<file path="src/rtl/seg7_scan_driver.sv">
// Time-multiplexed N-digit 7-segment driver with a valid/ready load port.
// New values are swapped in only on frame wrap so a scan never shows a mixed frame.
module seg7_scan_driver #(
  parameter int N              = 4,
  parameter int DIV            = 1000,
  parameter int SEG_ACTIVE_LOW = 1,
  parameter int DIG_ACTIVE_LOW = 1
) (
  input  logic           clk,
  input  logic           nreset,
  input  logic           in_valid,
  output logic           in_ready,
  input  logic [4*N-1:0] value,
  input  logic [N-1:0]   dp_in,
  input  logic           hex_mode,
  input  logic           blank_lz,
  output logic [6:0]     seg,
  output logic           dp,
  output logic [N-1:0]   dig
);
  localparam int CW = (DIV > 1) ? $clog2(DIV) : 1;
  localparam int IW = (N > 1) ? $clog2(N) : 1;
  localparam logic [6:0]   SEG_OFF = (SEG_ACTIVE_LOW != 0) ? 7'h7F : 7'h00;
  localparam logic         DP_OFF  = (SEG_ACTIVE_LOW != 0);
  localparam logic [N-1:0] DIG_OFF = (DIG_ACTIVE_LOW != 0) ? {N{1'b1}} : {N{1'b0}};

  logic [CW-1:0]  cnt_q, cnt_d;
  logic [IW-1:0]  idx_q, idx_d;
  logic [4*N-1:0] sh_val_q, sh_val_d, act_val_q, act_val_d;
  logic [N-1:0]   sh_dp_q, sh_dp_d, act_dp_q, act_dp_d;
  logic           pending_q, pending_d;
  logic           in_ready_q, in_ready_d;
  logic           lit_q, lit_d;
  logic [6:0]     seg_q, seg_d;
  logic           dp_q, dp_d;
  logic [N-1:0]   dig_q, dig_d;

  logic           tick, wrap, accept;
  logic [3:0]     nib;
  logic           dp_bit, zeros_above, lz_blank;
  logic [6:0]     seg_al;
  logic [N-1:0]   dig_oh;

  // Glyphs in active-low form (0 = segment lit), order {a,b,c,d,e,f,g}.
  function automatic logic [6:0] glyph(input logic [3:0] n);
    case (n)
      4'h0: glyph = 7'b0000001;  4'h1: glyph = 7'b1001111;
      4'h2: glyph = 7'b0010010;  4'h3: glyph = 7'b0000110;
      4'h4: glyph = 7'b1001100;  4'h5: glyph = 7'b0100100;
      4'h6: glyph = 7'b0100000;  4'h7: glyph = 7'b0001111;
      4'h8: glyph = 7'b0000000;  4'h9: glyph = 7'b0001100;
      4'hA: glyph = 7'b0001000;  4'hB: glyph = 7'b1100000;
      4'hC: glyph = 7'b0110001;  4'hD: glyph = 7'b1000010;
      4'hE: glyph = 7'b0110000;  default: glyph = 7'b0111000;
    endcase
  endfunction

  always_comb begin
    cnt_d      = cnt_q;
    idx_d      = idx_q;
    sh_val_d   = sh_val_q;
    sh_dp_d    = sh_dp_q;
    act_val_d  = act_val_q;
    act_dp_d   = act_dp_q;
    pending_d  = pending_q;
    tick       = (cnt_q == CW'(DIV - 1));
    wrap       = tick && (idx_q == IW'(N - 1));
    accept     = in_valid && in_ready_q;

    cnt_d = tick ? '0 : cnt_q + 1'b1;
    if (tick) idx_d = wrap ? '0 : idx_q + 1'b1;

    // Transfer uses the old pending flag, so a same-cycle accept waits a frame.
    if (wrap && pending_q) begin
      act_val_d = sh_val_q;
      act_dp_d  = sh_dp_q;
      pending_d = 1'b0;
    end
    if (accept) begin
      sh_val_d  = value;
      sh_dp_d   = dp_in;
      pending_d = 1'b1;
    end
    in_ready_d = !pending_d;
    lit_d      = lit_q || tick;

    nib         = '0;
    dp_bit      = 1'b0;
    zeros_above = 1'b1;
    lz_blank    = 1'b0;
    dig_oh      = '0;
    for (int i = N - 1; i >= 0; i--) begin
      zeros_above = zeros_above && (act_val_d[4*i +: 4] == 4'h0);
      dig_oh[i]   = (idx_d == IW'(i));
      if (idx_d == IW'(i)) begin
        nib      = act_val_d[4*i +: 4];
        dp_bit   = act_dp_d[i];
        lz_blank = blank_lz && (i != 0) && zeros_above;
      end
    end

    seg_al = glyph(nib);
    if (lz_blank || (!hex_mode && nib > 4'd9)) seg_al = 7'h7F;

    seg_d = lit_d ? ((SEG_ACTIVE_LOW != 0) ? seg_al : ~seg_al) : SEG_OFF;
    dp_d  = lit_d ? ((SEG_ACTIVE_LOW != 0) ? ~dp_bit : dp_bit) : DP_OFF;
    dig_d = lit_d ? ((DIG_ACTIVE_LOW != 0) ? ~dig_oh : dig_oh) : DIG_OFF;
  end

  always_ff @(posedge clk) begin
    if (!nreset) begin
      cnt_q      <= '0;
      idx_q      <= '0;
      sh_val_q   <= '0;
      sh_dp_q    <= '0;
      act_val_q  <= '0;
      act_dp_q   <= '0;
      pending_q  <= 1'b0;
      in_ready_q <= 1'b0;
      lit_q      <= 1'b0;
      seg_q      <= SEG_OFF;
      dp_q       <= DP_OFF;
      dig_q      <= DIG_OFF;
    end else begin
      cnt_q      <= cnt_d;
      idx_q      <= idx_d;
      sh_val_q   <= sh_val_d;
      sh_dp_q    <= sh_dp_d;
      act_val_q  <= act_val_d;
      act_dp_q   <= act_dp_d;
      pending_q  <= pending_d;
      in_ready_q <= in_ready_d;
      lit_q      <= lit_d;
      seg_q      <= seg_d;
      dp_q       <= dp_d;
      dig_q      <= dig_d;
    end
  end

  assign in_ready = in_ready_q;
  assign seg      = seg_q;
  assign dp       = dp_q;
  assign dig      = dig_q;
endmodule

</file>
<file path="config.mk">
export PLATFORM = sky130hd
export DESIGN_NAME = seg7_scan_driver
export DESIGN_NICKNAME = d
export VERILOG_FILES = /design/src/rtl/seg7_scan_driver.sv
export SDC_FILE = /design/constraint.sdc
export NUM_CORES = 1
export LEC_CHECK = 0
export CORE_UTILIZATION = 50
export DETAILED_ROUTE_END_ITERATION = 10
export PLACE_DENSITY = 0.69
export SETUP_SLACK_MARGIN = 0.5
export SYNTH_ARGS = -nofsm -noshare
export SYNTH_HDL_FRONTEND = slang
export SYNTH_SLANG_ARGS = --single-unit
</file>
<file path="constraint.sdc">
create_clock -name clk -period 4.76 [get_ports clk]
set_input_delay 0.952 -clock clk [delete_from_list [all_inputs] [get_ports clk]]
set_output_delay 0.952 -clock clk [all_outputs]
set_load 0.05 [all_outputs]
</file>
==> results.toml, run 1 <==
[logic_synthesis]
avgSynthCellArea_um2 = 8.41
ys_seq_area_share_pct = 39.7
synth_seq_cells = 67
synth.distinct_cells = 62
synthAdderAreaFrac_pct = 2.59
synth_top_family_by_area = "simple AND/OR/NAND/NOR gates"
synthCells = 402
syn-num-nets = 434
yosys.area.top_type_share_pct = 39.7
synth_ff_type = "dfxtp_1"
synth.mux.area_fraction_pct = 4.07
synth_xor_area_share_pct = 2.07
yosys.area_share.simple_pct = 25.2
syn_area_um2 = 3380
async_reset_ff_share_pct = 0
synthTopCellsByArea = "dfxtp_1, nand2_1, a21boi_0"
yosysWarnings = 0
synth-edff-count = 0
yosysTopAreaCell = "dfxtp_1"
synth_compound_area_share_pct = 21.5

[cells_and_area]
n_antenna_cell = 0
design.final.nets = 462
drive_gt1_share_pct = 8.28
n_fill_cell = 591
synthToLayoutAreaGrowth_pct = 16.4
final_cell_area_um2 = 3930
utilization_pct = 61.3

[critical_path]
arrival_ps = 4140
path_class = "flop to flop"
critical_path.max_stage_delay_ps = 620
end_kind = "flop"
timing.reg2reg.setup_slack_ps = 890
crit_path_top_delay_cell = "or4b_1"
cp-start-kind = "flop"
critPathRequiredTime_ps = 5030
reg2reg_from = "idx_q[0]"
r2r_end = "seg[6]"
cp_common_cell = "ha_1"
crit_chain = "ha_1 > or4b_1 > nor4_2 > or2_1 > mux2_1 > o211ai_1 > buf_4 > inv_1 > ha_1 > nor2_1 > a31oi_1 > o311a_1 > a22oi_1"
r2r_cells = 13
worstPathMaxFanout = 11

[route]
wire_per_inst_um = 15.0
first_pass_iters = 7
drt_iter0_markers = 142
vias = 2922
drtAntennaViolNets = 0
drc = 4
via_per_inst = 5.71
drt_wl_total_mm = 7.66

[grt]
grt_pass1_vias = 2651
grt_busiest_layer = "met2"
grt_use_met3_pct = 6.39
grt_max_degree = 51
grt_pass1_wl_mm = 12.8
grt_use_met2_pct = 34.7
gr-usage-met1_pct = 30.8
antenna_found_initial = 0
track_usage_pct = 23.0
grt_overflow = 0

[floorplan]
rows = 29
die_x_um = 84.2
num_io_pins = 38
core-area_um2 = 6420
dieArea_um2 = 7090
initial_core_util_pct = 52.6
dieHeight_um = 84.2

[min_path]
min_path_type = "flop to flop"
whs_endpoint = "act_dp_q[1]"
holdPathStages = 2
min_from = "act_dp_q[1]"

[cts]
cts_tree = "yes"
clk_pin_slew_ps = 80
cts_root_buffer = "clkbuf_8"
insertion_delay_ps = 350
cts_hold_buf = 0
htreeDepth = 3
postCtsSetupRepairBufs = 0
cts_buffers = 9
cts_resized = 0
clock_path_buffers = 2
cts.sink_count = 67

[sta]
clock_skew_ps = 6.98
hold_viol = 0
layout_min_cycle_time_ps = 3870
fin_tns_setup_ps = 0
timing.final.ws_setup_ps = 894
worst_pin_slew_ps = 710
max_freq_ghz = 0.259
grt_setup_unrepaired = "no"
min_period_over_period_pct = 81.2
relSlewSlack_pct = 52.7
setup_viol = 0
slew_viol_final = 0

[run_status]
violations = "DRC"
status = "finished, violations left"

[placement]
dp_hpwl_mm = 5.43
numPortBuffers = 37
placed_cell_area_um2 = 3750
dp_slack_ps = 752
routabilityCongestion = 0.863

[pwr]
p_int_uw = 792
ir_drop_mv = 0.191
p_per_area_nw_per_um2 = 269
p_switching_uw = 266
swShare_pct = 25.2
seqPwrFrac_pct = 55.0
combPwrFrac_pct = 5.9
clkPwrFrac_pct = 39.1
power_leakage_uw = 0.00141

[job]
drv_cap = 0
flip-flops by register name, indices dropped and copies added, names as in the netlist:
signal     cells
act_val_q     16
sh_val_q      16
cnt_q         10
seg            7
act_dp_q       4
dig            4
sh_dp_q        4
idx_q          2
dp             1
in_ready       1
lit_q          1
pending_q      1
metal layers:
layer  part of all wire (%)  vias up
met1                     49     1353
met3                    4.6       13
li1                       -     1489
met4                    2.2        0
met5                      0        -
met2                     44       67
cells in the final DEF (no fill, tap or decap), types with 2 or more instances in the layout:
cell type	Yosys	final
or4_1	3	3
a31oi_1	6	6
and2_1	6	6
o311a_1	4	4
dfxtp_1	67	67
nand3_1	19	19
o21ai_0	8	8
nand2_1	97	97
mux2_1	2	2
xor2_1	5	5
o21a_1	2	2
a21boi_0	40	40
a211o_1	2	2
nand4_1	4	4
a21o_1	2	2
a21oi_1	6	6
clkinv_2	0	4
and4_1	2	2
mux2i_1	7	7
clkdlybuf4s50_1	0	37
nor2_1	12	12
clkinv_4	0	2
nor3_1	4	4
o211ai_1	5	5
buf_4	1	6
xnor2_1	3	3
o31ai_1	4	4
nor4_1	8	7
ha_1	7	7
nor2b_1	4	4
o311ai_1	2	2
and3_1	5	5
mux2_2	4	4
clkbuf_8	0	9
inv_1	8	8
a22o_1	2	2
nor4_2	1	2
power groups by stage:
| stage | registers, uW | logic [uW] | clock network [uW] |
|---|---|---|---|
| after CTS | 582 | 63.8 | 424 |
| after global routing | 583 | 70.5 | 450 |
| final | 582 | 62.8 | 414 |
| after detailed placement | 595 | 63.3 | 0 |
| after global placement | 594 | 62.8 | 0 |
| after floorplan | 594 | 33.6 | 0 |
worst max-delay path, delay by kind of cell (launching register included):
kind | cells | cell delay, ps
DFF | 1 | 420
muxes | 1 | 360
AOI/OAI and AO/OA | 4 | 920
adders and majority gates | 2 | 550
buffers and inverters | 2 | 240
and+or+nand+nor | 4 | 1310
stage by stage:
| step | power, uW | hold slack, ps | std cells |
|---|---|---|---|
| after global routing | 1100 | 493 | 512 |
| final | 1060 | 466 | 512 |
| after floorplan | 628 | 430 | 402 |
| after detailed placement | 658 | 458 | 494 |
| after global placement | 657 | 445 | 494 |
| after CTS | 1070 | 469 | 510 |
layout make-up:
| class | instances | area (um^2) | area share [%] |
|---|---|---|---|
| well taps | 77 | 96.3 | 2.45 |
| flip-flops and latches | 67 | 1340 | 34.1 |
| inverters | 8 | 30.0 | 0.763 |
| multi-input cells | 301 | 1880 | 47.8 |
| clock buffers | 9 | 124 | 3.15 |
| clock inverters | 7 | 45.0 | 1.15 |
| repair buffers | 43 | 415 | 10.6 |
cells in the mapped netlist, drive strengths merged (3+ instances only):
cell type  instances
mux2               6
o311ai             3
nor2              12
or4                4
o211ai             5
o21ai              8
buf                8
clkbuf            18
nand3             19
nor3               5
xnor2              3
a31oi              6
nor2b              4
mux2i              7
and2               8
o31ai              5
xor2               5
dfxtp             67
a21oi              6
nand2             99
o311a              4
nor4               9
a21boi            41
nand4              4
ha                 7
inv                8
and3               5
cell families (layout without fill, tap and decap cells):
kind of cell    after synthesis  in the layout
compound gates               96             96
flops                        67             67
buf+inv                      34             67
simple gates                177            177
fa+ha+maj                     7              7
xor+xnor                      8              8
mux                          13             13
how the worst max path moves through the flow:
stage                        start     end  slack [ps]  cells past startpoint
final                     idx_q[0]  seg[6]         890                     13
after global routing      idx_q[0]  seg[6]         680                     13
after CTS                 idx_q[0]  seg[6]         740                     12
after detailed placement  idx_q[0]  seg[6]         750                     12
after global placement    idx_q[0]  seg[6]         890                     12
after floorplan           idx_q[1]  seg[6]        1340                     14
(Power assumes the default switching activity.)
==> run 2, diff against run 1 <==
--- a/config.mk
+++ b/config.mk
@@ -7,7 +7,7 @@
 export LEC_CHECK = 0
 export CORE_UTILIZATION = 50
 export DETAILED_ROUTE_END_ITERATION = 10
-export PLACE_DENSITY = 0.69
+export PLACE_DENSITY = 0.72
 export SETUP_SLACK_MARGIN = 0.5
 export SYNTH_ARGS = -nofsm -noshare
 export SYNTH_HDL_FRONTEND = slang
==> constraint.sdc (replaced) <==
create_clock -name clk -period 3.4 [get_ports clk]
set_input_delay 0.68 -clock clk [delete_from_list [all_inputs] [get_ports clk]]
set_output_delay 0.68 -clock clk [all_outputs]
set_load 0.05 [all_outputs]
==> run 2 against run 1 <==
  * The run now ends clean
  * Sequential power grew 40%
  * Flip-flop and latch count stayed put
  * Sequential share of layout area shrank 3.1 points
  * Fmax up 25%
  * Combinational power increased by 49%
  * Routed wire length rose by 9.6%
  * Largest cell class unchanged
  * Clock power up 70%
  * Hold slack about the same
  * Cell area grew 11%
==> results.toml, run 2 (synthesized netlist as in run 1, its figures left out) <==
[critical_path]
cp_common_cell = "ha_4"
path_class = "flop to flop"
r2r_end = "seg[6]"
critical_path.max_stage_delay_ps = 500
reg2reg_from = "idx_q[1]"
crit_chain = "ha_4 > or4b_4 > nor4_4 > or2_1 > mux2_4 > o211ai_1 > inv_1 > ha_4 > a2111oi_0 > o31a_1 > a22oi_1"
arrival_ps = 3340
timing.reg2reg.setup_slack_ps = 300
r2r_cells = 11
worstPathMaxFanout = 4
critPathRequiredTime_ps = 3640
crit_path_top_delay_cell = "or4b_4"
cp-start-kind = "flop"
end_kind = "flop"

[sta]
timing.final.ws_setup_ps = 298
slew_viol_final = 0
hold_viol = 0
worst_pin_slew_ps = 885
clock_skew_ps = 8.93
grt_setup_unrepaired = "yes"
relSlewSlack_pct = 40.9
max_freq_ghz = 0.322
min_period_over_period_pct = 91.2
layout_min_cycle_time_ps = 3100
fin_tns_setup_ps = 0
setup_viol = 0

[grt]
grt_pass1_wl_mm = 13.5
antenna_found_initial = 0
grt_max_degree = 50
track_usage_pct = 24.0
grt_overflow = 0
grt_pass1_vias = 2776

[job]
drv_cap = 0

[cts]
insertion_delay_ps = 360
clock_path_buffers = 2
cts_tree = "yes"
cts_root_buffer = "clkbuf_8"
clk_pin_slew_ps = 70
cts_buffers = 9
htreeDepth = 3
cts.sink_count = 67

[floorplan]
num_io_pins = 38
die_x_um = 84.2
initial_core_util_pct = 52.6
dieHeight_um = 84.2
rows = 29
core-area_um2 = 6420
dieArea_um2 = 7090

[cells_and_area]
final_cell_area_um2 = 4350
synthToLayoutAreaGrowth_pct = 28.6
drive_gt1_share_pct = 18.0
reg.largest.list = "act_val_q x16, sh_val_q x16, cnt_q x10"
design.final.nets = 488
n_antenna_cell = 0
final_common_cell = "nand2_1"
final_cell_mix = "nand2_1, dfxtp_1, a21boi_0"

[placement]
dp_hpwl_mm = 5.72
numPortBuffers = 37
routabilityCongestion = 0.962
placed_cell_area_um2 = 3900
dp_slack_ps = 161

[route]
first_pass_iters = 5
drt_wl_total_mm = 8.40
via_per_inst = 5.74
drtAntennaViolNets = 0
drt_iter0_markers = 218
wire_per_inst_um = 15.6
drc = 0
vias = 3087

[pwr]
p_per_area_nw_per_um2 = 371
power_leakage_uw = 0.00158
ir_drop_mv = 0.361

[min_path]
min_path_type = "flop to flop"
whs_endpoint = "sh_dp_q[2]"
holdPathStages = 2
min_from = "sh_dp_q[2]"

[run_status]
status = "completed"
run 2: changes by cell type in the layout (fill, tap and decap cells not counted), sizes merged:
cell,before,now
clkbuf,9,11
buf,6,32
clkinv,6,2
bufinv,0,1
inv,8,9
run 2: repair_timing:
action	CTS	global route
setup buffers	8	4
setup endpoints to repair	7	7
hold buffers	0	0
gates resized for setup	21	5
pin swaps	6	2
run 2: layer usage:
metal / vias up / part of all wire (%) / wire length [um] / global-route usage, %
li1: 1535 / - / - / -
met1: 1460 / 46 / 3850 / 31.2
met2: 79 / 47 / 3960 / 38.5
met3: 13 / 5.5 / 459 / 6.10
met4: 0 / 1.5 / 129 / 9.09
met5: - / 0 / 0 / 0
run 2: worst max-delay path by stage:
stage / to / slack (ps) / from
floorplan: seg[6] / 100 / idx_q[1]
global placement: seg[6] / 250 / idx_q[1]
detailed placement: seg[6] / 160 / idx_q[1]
CTS: seg[6] / 350 / idx_q[1]
global route: seg[6] / 180 / cnt_q[6]
finish: seg[6] / 300 / idx_q[1]
run 2: cell type report:
type,count,area [um^2]
clock buffers,11,151
clock inverters,5,60.1
fillers,535,2070
flip-flops and latches,67,1350
well taps,77,96.3
inverters,8,30.0
multi-input cells,301,2050
repair buffers,69,611
run 2: per-stage QoR:
step                      utilization, %  hold slack [ps]  std cells  total power (uW)
after floorplan                        -              430        402               880
after global placement              60.7              445        510               923
after detailed placement            60.7              457        510               925
after CTS                           66.7              468        534              1620
after global routing                67.7              484        538              1660
final                               67.7              465        538              1610
run 2: critical path, delay by kind of cell (launching register included):
family	cells	cell delay (ps)
buffers and inverters	1	140
AOI/OAI and AO/OA	4	970
DFF	1	360
adders and majority gates	2	350
and+or+nand+nor	3	860
muxes	1	300
run 2: power breakdown:
part	total, uW	internal, uW	switching (uW)	leakage [uW]
combinational	93.4	50.3	43.2	0.000930
clock	704	381	323	0.000106
sequential	814	800	14.1	0.000545
total	1610	1230	380	0.00158
==> run 3, diff against run 2 <==
--- a/config.mk
+++ b/config.mk
@@ -5,8 +5,11 @@
 export SDC_FILE = /design/constraint.sdc
 export NUM_CORES = 1
 export LEC_CHECK = 0
+export CORE_MARGIN = 3
 export CORE_UTILIZATION = 50
+export CTS_CLUSTER_DIAMETER = 200
 export DETAILED_ROUTE_END_ITERATION = 10
+export GPL_TIMING_DRIVEN = 0
 export PLACE_DENSITY = 0.72
 export SETUP_SLACK_MARGIN = 0.5
 export SYNTH_ARGS = -nofsm -noshare
==> run 3 against run 2 <==
  * Flip-flop and latch count unchanged
  * Combinational power up 5.7%
  * Register-to-register slack got worse by 100 ps
  * Power about the same
  * Via count up 2.3%
  * Count of clock-buffer cells in the layout is the same
  * Clock power shrank 0.7%
==> results.toml, run 3 (synthesized netlist as in run 1, its figures left out) <==
[pwr]
combPwrFrac_pct = 6.1
p_per_area_nw_per_um2 = 370
seqPwrFrac_pct = 50.5
ir_drop_mv = 0.331
p_int_uw = 1230
power_leakage_uw = 0.00162
p_switching_uw = 379
swShare_pct = 23.5
clkPwrFrac_pct = 43.4

[sta]
worst_pin_slew_ps = 507
min_period_over_period_pct = 94.3
timing.final.ws_setup_ps = 193
max_freq_ghz = 0.312
slew_viol_final = 0
layout_min_cycle_time_ps = 3210
setup_viol = 0
clock_skew_ps = 9.90
relSlewSlack_pct = 65.7
hold_viol = 0
holdWs_ps = 462
grt_setup_unrepaired = "yes"

[critical_path]
critPathRequiredTime_ps = 3680
r2r_cells = 15
worstPathMaxFanout = 6
path_class = "flop to flop"
cp-start-kind = "flop"
timing.reg2reg.setup_slack_ps = 190
end_kind = "flop"
reg2reg_from = "idx_q[1]"
r2r_end = "seg[6]"
arrival_ps = 3490

[grt]
track_usage_pct = 23.3
antenna_found_initial = 0
grt_overflow = 0
grt_pass1_wl_mm = 14.2
grt_max_degree = 13
grt_pass1_vias = 2939

[route]
drt_iter0_markers = 217
drt_wl_total_mm = 8.54
via_per_inst = 5.75
drtAntennaViolNets = 0
vias = 3157
wire_per_inst_um = 15.5
first_pass_iters = 5
drc = 0

[cells_and_area]
reg.largest.list = "act_val_q x16, sh_val_q x16, cnt_q x10"
n_fill_cell = 529
n_antenna_cell = 0
design.final.nets = 499
final_cell_area_um2 = 4360
drive_gt1_share_pct = 16.3
synthToLayoutAreaGrowth_pct = 29.1
final_common_cell = "nand2_1"
final_cells = 549
final_cell_mix = "nand2_1, dfxtp_1, a21boi_0"

[job]
drv_cap = 0

[cts]
htreeDepth = 3
cts_tree = "yes"
cts_buffers = 9
cts.sink_count = 67
cts_root_buffer = "clkbuf_8"
clk_pin_slew_ps = 80
cts_hold_buf = 0
clock_path_buffers = 2
insertion_delay_ps = 350

[placement]
placed_cell_area_um2 = 3890
routabilityCongestion = 0.893
dp_hpwl_mm = 5.97
numPortBuffers = 37
numPlacedInstances = 516
dp_slack_ps = -529

[min_path]
min_from = "cnt_q[0]"
holdPathStages = 1
min_path_type = "flop to flop"
whs_endpoint = "cnt_q[0]"

[floorplan]
initial_core_util_pct = 52.3
core-area_um2 = 6460
die_x_um = 88.2
dieHeight_um = 88.2
dieArea_um2 = 7780
num_io_pins = 38
rows = 29

[run_status]
status = "completed"
[run 3: worst max-delay path, stage by stage, from the launching register on]
cell and delay [ps]:
dfxtp_4 360, ha_4 150, or4b_4 470, buf_6 140
nor4_4 160, or2_1 170, buf_6 110, mux2_4 280
o211ai_1 170, buf_4 180, inv_4 40, ha_4 170
nor2_4 100, a31oi_4 50, o311a_4 430, a22oi_2 150
[run 3: area by class of cell]
class | count | area (um^2) | share of cell area (%)
multi-input cells | 301 | 2020 | 46.4
clock inverters | 5 | 60.1 | 1.38
inverters | 8 | 32.5 | 0.746
well taps | 77 | 96.3 | 2.21
plain buffers | 26 | 154 | 3.53
clock buffers | 11 | 151 | 3.47
flip-flops and latches | 67 | 1350 | 30.9
repair buffers | 54 | 498 | 11.4
[run 3: repair_timing]
item	4_1_cts	5_1_grt
gates cloned	0	0
setup buffers	10	7
setup endpoints to repair	18	17
pin swaps	9	8
resized for setup	22	12
[run 3: worst max-delay path by stage]
stage / from / slack [ps] / cells past startpoint / to
final: idx_q[1] / 190 / 15 / seg[6]
after global placement: cnt_q[0] / -500 / 12 / seg[1]
after CTS: idx_q[1] / 200 / 14 / seg[1]
after detailed placement: cnt_q[0] / -530 / 12 / seg[1]
after floorplan: idx_q[1] / 100 / 14 / seg[6]
after global routing: cnt_q[0] / 80 / 12 / seg[1]
[run 3: stage by stage]
step	power (uW)	setup TNS, ps	utilization (%)
3_5_place_dp	929	-3290	60.2
2_1_floorplan	880	0	-
3_3_place_gp	927	-3150	60.2
4_1_cts	1630	0	66.3
5_1_grt	1680	0	67.6
6_report	1610	0	67.6
[run 3: power by group through the flow]
stage | Combinational, uW | Sequential (uW) | Clock (uW)
finish | 98.7 | 815 | 699
global route | 111 | 817 | 755
CTS | 99.0 | 814 | 713
detailed placement | 95.9 | 833 | 0
global placement | 94.7 | 832 | 0
floorplan | 48.3 | 832 | 0
[run 3: routing by layer]
| layer | track usage [%] | vias up | routed length (um) |
|---|---|---|---|
| met5 | 0 | - | 0 |
| met4 | 7.83 | 0 | 131 |
| met2 | 37.6 | 111 | 4060 |
| met3 | 5.49 | 19 | 527 |
| met1 | 30.7 | 1470 | 3820 |
| li1 | - | 1557 | - |
